===== src/rtl/regfile_if.sv =====
`default_nettype none
// +--------------------------------------------------------------------+
// | regfile_if : register-file bus (write, two reads, debug, status)     |
// | Revision   : 1.0                                                     |
// +--------------------------------------------------------------------+
interface regfile_if #(
  parameter int CNT_W = 16
);
  logic             ctrl_writeEnable;
  logic [4:0]       ctrl_writeReg;
  logic [31:0]      data_writeReg;
  logic [4:0]       ctrl_readRegA;
  logic [4:0]       ctrl_readRegB;
  logic [31:0]      data_readRegA;
  logic [31:0]      data_readRegB;
  logic [4:0]       dbg_reg;
  logic [31:0]      dbg_data;
  logic [31:0]      written_mask;
  logic [CNT_W-1:0] write_count;

  modport master (
    output ctrl_writeEnable, ctrl_writeReg, data_writeReg,
    output ctrl_readRegA, ctrl_readRegB, dbg_reg,
    input  data_readRegA, data_readRegB, dbg_data,
    input  written_mask, write_count
  );

  modport slave (
    input  ctrl_writeEnable, ctrl_writeReg, data_writeReg,
    input  ctrl_readRegA, ctrl_readRegB, dbg_reg,
    output data_readRegA, data_readRegB, dbg_data,
    output written_mask, write_count
  );
endinterface
`default_nettype wire


===== src/rtl/regfile.sv =====
`default_nettype none
// +--------------------------------------------------------------------+
// | regfile : 31x32 architectural registers (r0 hardwired to zero),      |
// |           2 combinational read ports with optional write bypass,     |
// |           debug read port, written mask and saturating write count.  |
// | Revision: 1.0                                                        |
// +--------------------------------------------------------------------+
module regfile #(
  parameter int BYPASS = 1,
  parameter int CNT_W  = 16
) (
  input  wire logic clock,
  input  wire logic reset,
  regfile_if.slave  bus
);

  localparam logic [CNT_W-1:0] c_ONE  = {{(CNT_W-1){1'b0}}, 1'b1};
  localparam logic [CNT_W-1:0] c_SAT  = {CNT_W{1'b1}};

  logic        w_commit;
  logic [31:0] w_regs [32];
  logic [31:0] w_rd_a;
  logic [31:0] w_rd_b;
  logic [31:0] r_mask;
  logic [CNT_W-1:0] r_count;

  assign w_commit  = bus.ctrl_writeEnable && (bus.ctrl_writeReg != 5'd0);
  assign w_regs[0] = 32'h0000_0000;

  genvar gi;
  generate
    for (gi = 1; gi < 32; gi++) begin : g_reg
      logic [31:0] r_q;
      always_ff @(posedge clock or negedge reset) begin
        if (!reset) begin
          r_q <= 32'h0000_0000;
        end else if (w_commit && (bus.ctrl_writeReg == 5'(gi))) begin
          r_q <= bus.data_writeReg;
        end
      end
      assign w_regs[gi] = r_q;
    end
  endgenerate

  // w_commit already excludes index 0, so a bypass never hits r0
  always_comb begin
    w_rd_a = w_regs[bus.ctrl_readRegA];
    if ((BYPASS != 0) && w_commit && (bus.ctrl_writeReg == bus.ctrl_readRegA)) begin
      w_rd_a = bus.data_writeReg;
    end
  end

  always_comb begin
    w_rd_b = w_regs[bus.ctrl_readRegB];
    if ((BYPASS != 0) && w_commit && (bus.ctrl_writeReg == bus.ctrl_readRegB)) begin
      w_rd_b = bus.data_writeReg;
    end
  end

  always_ff @(posedge clock or negedge reset) begin
    if (!reset) begin
      r_mask  <= 32'h0000_0000;
      r_count <= '0;
    end else if (w_commit) begin
      r_mask[bus.ctrl_writeReg] <= 1'b1;
      if (r_count != c_SAT) begin
        r_count <= r_count + c_ONE;
      end
    end
  end

  assign bus.data_readRegA = w_rd_a;
  assign bus.data_readRegB = w_rd_b;
  assign bus.dbg_data      = w_regs[bus.dbg_reg];
  assign bus.written_mask  = r_mask;
  assign bus.write_count   = r_count;

endmodule
`default_nettype wire


===== src/flat_wrapper.sv =====
// flat-port wrapper written by rule: the top's interface ports become plain ports
module regfile_flat 
#(
  parameter int BYPASS = 1,
  parameter int CNT_W  = 16
)
  (clock, reset, bus_ctrl_writeEnable, bus_ctrl_writeReg, bus_data_writeReg, bus_ctrl_readRegA, bus_ctrl_readRegB, bus_dbg_reg, bus_data_readRegA, bus_data_readRegB, bus_dbg_data, bus_written_mask, bus_write_count);
  regfile_if #(.CNT_W(CNT_W)) bus_i ();
  input  wire logic clock;
  input  wire logic reset;
  input wire logic [$bits(bus_i.ctrl_writeEnable)-1:0] bus_ctrl_writeEnable;
  input wire logic [$bits(bus_i.ctrl_writeReg)-1:0] bus_ctrl_writeReg;
  input wire logic [$bits(bus_i.data_writeReg)-1:0] bus_data_writeReg;
  input wire logic [$bits(bus_i.ctrl_readRegA)-1:0] bus_ctrl_readRegA;
  input wire logic [$bits(bus_i.ctrl_readRegB)-1:0] bus_ctrl_readRegB;
  input wire logic [$bits(bus_i.dbg_reg)-1:0] bus_dbg_reg;
  output wire logic [$bits(bus_i.data_readRegA)-1:0] bus_data_readRegA;
  output wire logic [$bits(bus_i.data_readRegB)-1:0] bus_data_readRegB;
  output wire logic [$bits(bus_i.dbg_data)-1:0] bus_dbg_data;
  output wire logic [$bits(bus_i.written_mask)-1:0] bus_written_mask;
  output wire logic [$bits(bus_i.write_count)-1:0] bus_write_count;
  assign bus_i.ctrl_writeEnable = bus_ctrl_writeEnable;
  assign bus_i.ctrl_writeReg = bus_ctrl_writeReg;
  assign bus_i.data_writeReg = bus_data_writeReg;
  assign bus_i.ctrl_readRegA = bus_ctrl_readRegA;
  assign bus_i.ctrl_readRegB = bus_ctrl_readRegB;
  assign bus_i.dbg_reg = bus_dbg_reg;
  assign bus_data_readRegA = bus_i.data_readRegA;
  assign bus_data_readRegB = bus_i.data_readRegB;
  assign bus_dbg_data = bus_i.dbg_data;
  assign bus_written_mask = bus_i.written_mask;
  assign bus_write_count = bus_i.write_count;
  regfile #(.BYPASS(BYPASS), .CNT_W(CNT_W)) u_core (.clock(clock), .reset(reset), .bus(bus_i));
endmodule

===== config.mk =====
export PLATFORM = sky130hd
export DESIGN_NAME = regfile_flat
export DESIGN_NICKNAME = d
export VERILOG_FILES = /design/src/rtl/regfile_if.sv /design/src/rtl/regfile.sv /design/src/flat_wrapper.sv
export SDC_FILE = /design/constraint.sdc
export NUM_CORES = 2
export LEC_CHECK = 0
export CAP_MARGIN = 20
export CELL_PAD_IN_SITES_DETAIL_PLACEMENT = 0
export CELL_PAD_IN_SITES_GLOBAL_PLACEMENT = 1
export CORE_MARGIN = 4
export CORE_UTILIZATION = 55
export CTS_BUF_LIST = sky130_fd_sc_hd__clkbuf_8 sky130_fd_sc_hd__clkbuf_16
export CTS_CLUSTER_DIAMETER = 30
export DETAILED_ROUTE_END_ITERATION = 8
export DONT_BUFFER_PORTS = 1
export GPL_ROUTABILITY_DRIVEN = 0
export GPL_TIMING_DRIVEN = 1
export PLACE_DENSITY_LB_ADDON = 0.15
export SYNTH_ARGS = -nofsm -noshare
export SYNTH_HDL_FRONTEND = slang
export SYNTH_SLANG_ARGS = --single-unit
export TNS_END_PERCENT = 100

===== constraint.sdc =====
create_clock -name clock -period 3.05 [get_ports clock]
set_clock_uncertainty 0.15 [all_clocks]
set_input_delay 0.1525 -clock clock [delete_from_list [all_inputs] [get_ports clock]]
set_output_delay 0.1525 -clock clock [all_outputs]
set_load 0.005 [all_outputs]

==> results.cfg <==
[placement]
dp.final_hpwl_um = 103000
portBuffers = 0

[synthesis]
synth_nets = 4410
syn-cell-area_mm2 = 0.0633
ys.flop_type = dfrtp_1
synth_edf_count = 0
yosysTopAreaCell = dfrtp_1
yosysSeqAreaShare = 0.411
yosysUniqueCellTypes = 46
synth_area_per_cell_um2 = 14.5
postSynth.asyncResetShare = 1.00
yosysWarningCount = 0
yosys-top-cells-area = dfrtp_1 (41%), mux4_2 (24%), mux2_2 (21%)
ys_ff_latch = 1040
synth_top_area_share = 0.411
synth_cells = 4354

[cts]
cts_max_level = 5
path_clk_slew_ns = 0.05
cts_tree = yes
clock-sinks = 1040
root_buffer = clkbuf_16
cts_made_buffers = 287
cts_buffer_depth = 4
clk_latency_ns = 0.85

[power_and_ir_drop]
seq_power_share = 0.322
pwr-share-clk = 0.515
powerDensity_mw_per_mm2 = 791
cellLeakagePower_nw = 32.0
swShare = 0.246
power.total_mw = 59.5
pwr-share-comb = 0.163
p_switching_mw = 14.6
peakVddDrop_uv = 644
power.internal_mw = 44.8

[floorplanning]
chipWidth_um = 347
die_h_um = 347
rows = 124
die_area_mm2 = 0.121
pin_count = 199
initial_core_util = 0.553
core_area_mm2 = 0.114

[critical_path]
critPathMaxFanout = 4
required_ns = 2.75
critical_path_class = reg -> out
end_kind = output port
arrival_ns = 2.65
cp-start-kind = flop
startpoint = u_core.g_reg[15].r_q[22]$_DFFE_PN0P_
rr_startpoint = u_core.bus.write_count[0]$_DFFE_PN0P_
rrSetupSlack_ns = 0.95
worstRegToRegCells = 5

[flow_run]
max_cap_violations = 0

[sta]
fin_tns_setup_ns = 0
setup_violations = 0
maxSlewHeadroom = 0.253
finalCritPeriodShare = 0.969
rsz0062_at_grt = no
finalHoldViolCount = 711
period_minus_slack_ns = 2.96
hold_ws_ns = -1.15
fmax_ghz = 0.338
slew_viol_final = 0
worst_pin_slew_ns = 1.12

[status]
violations = negative hold slack
outcome = finished with violations

[global_route]
grt.met1_usage = 0.484
grt_pass1_vias = 44600
use_met3 = 0.0897
grt_use_met2 = 0.517
grt-ovfl-total = 0
grt_pass1_wl_um = 307000
track_usage = 0.343
antenna_found_initial = 0
grt_max_degree = 1041
grt_busiest_layer = met2

[route]
drtPass1Iterations = 6
final_antenna_net_count = 0
wl_per_cell_um = 34.3
vias = 43400
avgViaCountPerCell = 7.21
drt_iter0_drc = 4691
wl_um = 207000
drc_errors = 0

[cells_and_area]
nFillCells = 8141
antenna_cells = 0
nets = 4362
drive_above_1_share = 0.550
final_cell_mix = mux2_2 (1182), dfrtp_1 (1040), mux4_2 (674), clkbuf_16 (295), mux2i_1 (189)
layout_commonest_cell = mux2_2
area_delta_synth_final_pct = 18.8

[hold_path]
hp-class = in -> async
[per-stage QoR]
| stage | util | instances | area [um2] | worst slack (ns) |
|---|---|---|---|---|
| 5_1_grt | 0.657 | 6021 | 75100 | 0.0245 |
| 3_3_place_gp | 0.560 | 5446 | 64100 | 0.590 |
| 4_1_cts | 0.652 | 5991 | 74500 | 0.0224 |
| 2_1_floorplan | - | 4354 | 63300 | 0.743 |
| 3_5_place_dp | 0.560 | 5446 | 64100 | 0.604 |
| 6_report | 0.657 | 6021 | 75100 | 0.0947 |
[worst max-delay path, cell delays in order, from the launching register on]
cell	delay, ns
dfrtp_1	0.40
mux4_2	0.51
mux4_2	0.52
mux2_2	0.35
[final cells by class]
cell class	count	area (um2)	share of cell area
clock buffers	334	7910	0.105
clock inverters	158	1950	0.0260
inverters	4	18.8	0.000250
multi-input cells	2812	35300	0.470
flip-flops and latches	1040	26000	0.346
well taps	1512	1890	0.0252
repair buffers	161	2020	0.0268
[worst paths after layout]
check                                                               to
worst min register to register  u_core.bus.written_mask[0]$_DFFE_PN0P_
min in group clock                 u_core.g_reg[9].r_q[28]$_DFFE_PN0P_
worst min-delay path              u_core.g_reg[14].r_q[30]$_DFFE_PN0P_
max in group asynchronous         u_core.g_reg[31].r_q[16]$_DFFE_PN0P_
worst max register to register   u_core.bus.write_count[1]$_DFFE_PN0P_
worst max-delay path                                  bus_dbg_data[22]
[power by group through the flow]
stage	Combinational, mW	Sequential, mW	Clock [mW]
floorplan	8.28	18.4	0
global placement	8.86	19.1	0
detailed placement	8.99	19.2	0
CTS	9.33	19.0	30.9
global route	10.3	19.5	31.7
finish	9.68	19.2	30.6
[metal layers]
metal	routed length, um	part of all wire
met1	85400	0.41
met2	94700	0.46
met3	18900	0.091
met4	7800	0.038
met5	0	0
[cell usage after synthesis (2+ instances only)]
| cell | n |
|---|---|
| dfrtp_1 | 1040 |
| a22o_1 | 32 |
| xnor2_1 | 16 |
| nand2_1 | 91 |
| a22oi_1 | 62 |
| a211oi_1 | 62 |
| inv_1 | 3 |
| nor3_1 | 4 |
| mux2_2 | 1182 |
| o21ai_0 | 2 |
| a221oi_1 | 2 |
| nor3b_1 | 4 |
| and3_1 | 5 |
| buf_1 | 119 |
| o21a_1 | 2 |
| and4b_1 | 2 |
| xor2_1 | 8 |
| a31oi_1 | 64 |
| nand4_1 | 6 |
| buf_6 | 3 |
| a21oi_1 | 125 |
| or2_2 | 15 |
| nor2b_1 | 5 |
| mux4_2 | 674 |
| mux2i_1 | 189 |
| o22ai_1 | 62 |
| and4_1 | 2 |
| nand2b_1 | 23 |
| o221ai_1 | 62 |
| nand4b_1 | 5 |
| nand3_1 | 12 |
| clkbuf_1 | 226 |
| nor2_1 | 81 |
| buf_2 | 125 |
| nand3b_1 | 4 |
| buf_4 | 25 |
[cell families (layout without fill, tap and decap cells)]
logic type               count (synthesis)  after routing  synth area share
adder cells (fa/ha/maj)                  1              1          0.000198
AO/OA/AOI/OAI                          481            481            0.0516
flip-flops                            1040           1040             0.411
AND/OR/NAND/NOR                        261            261            0.0193
multiplexers                          2045           2045             0.480
buffers and inverters                  502            657            0.0341
XOR/XNOR                                24             24           0.00332
[state kept, by name (all words and copies together), names as in the netlist]
signal                   cells
u_core.bus.write_count      16
u_core.g.r_q               992
u_core.bus.written_mask     32
[repair_timing]
item	in CTS	in global routing
endpoints found under the hold margin	2060	698
hold buffers	53	3
resized for setup	1	6
endpoints found under the setup margin	1	21
buffers inserted	0	0
Power figures use the tool's default switching activity.
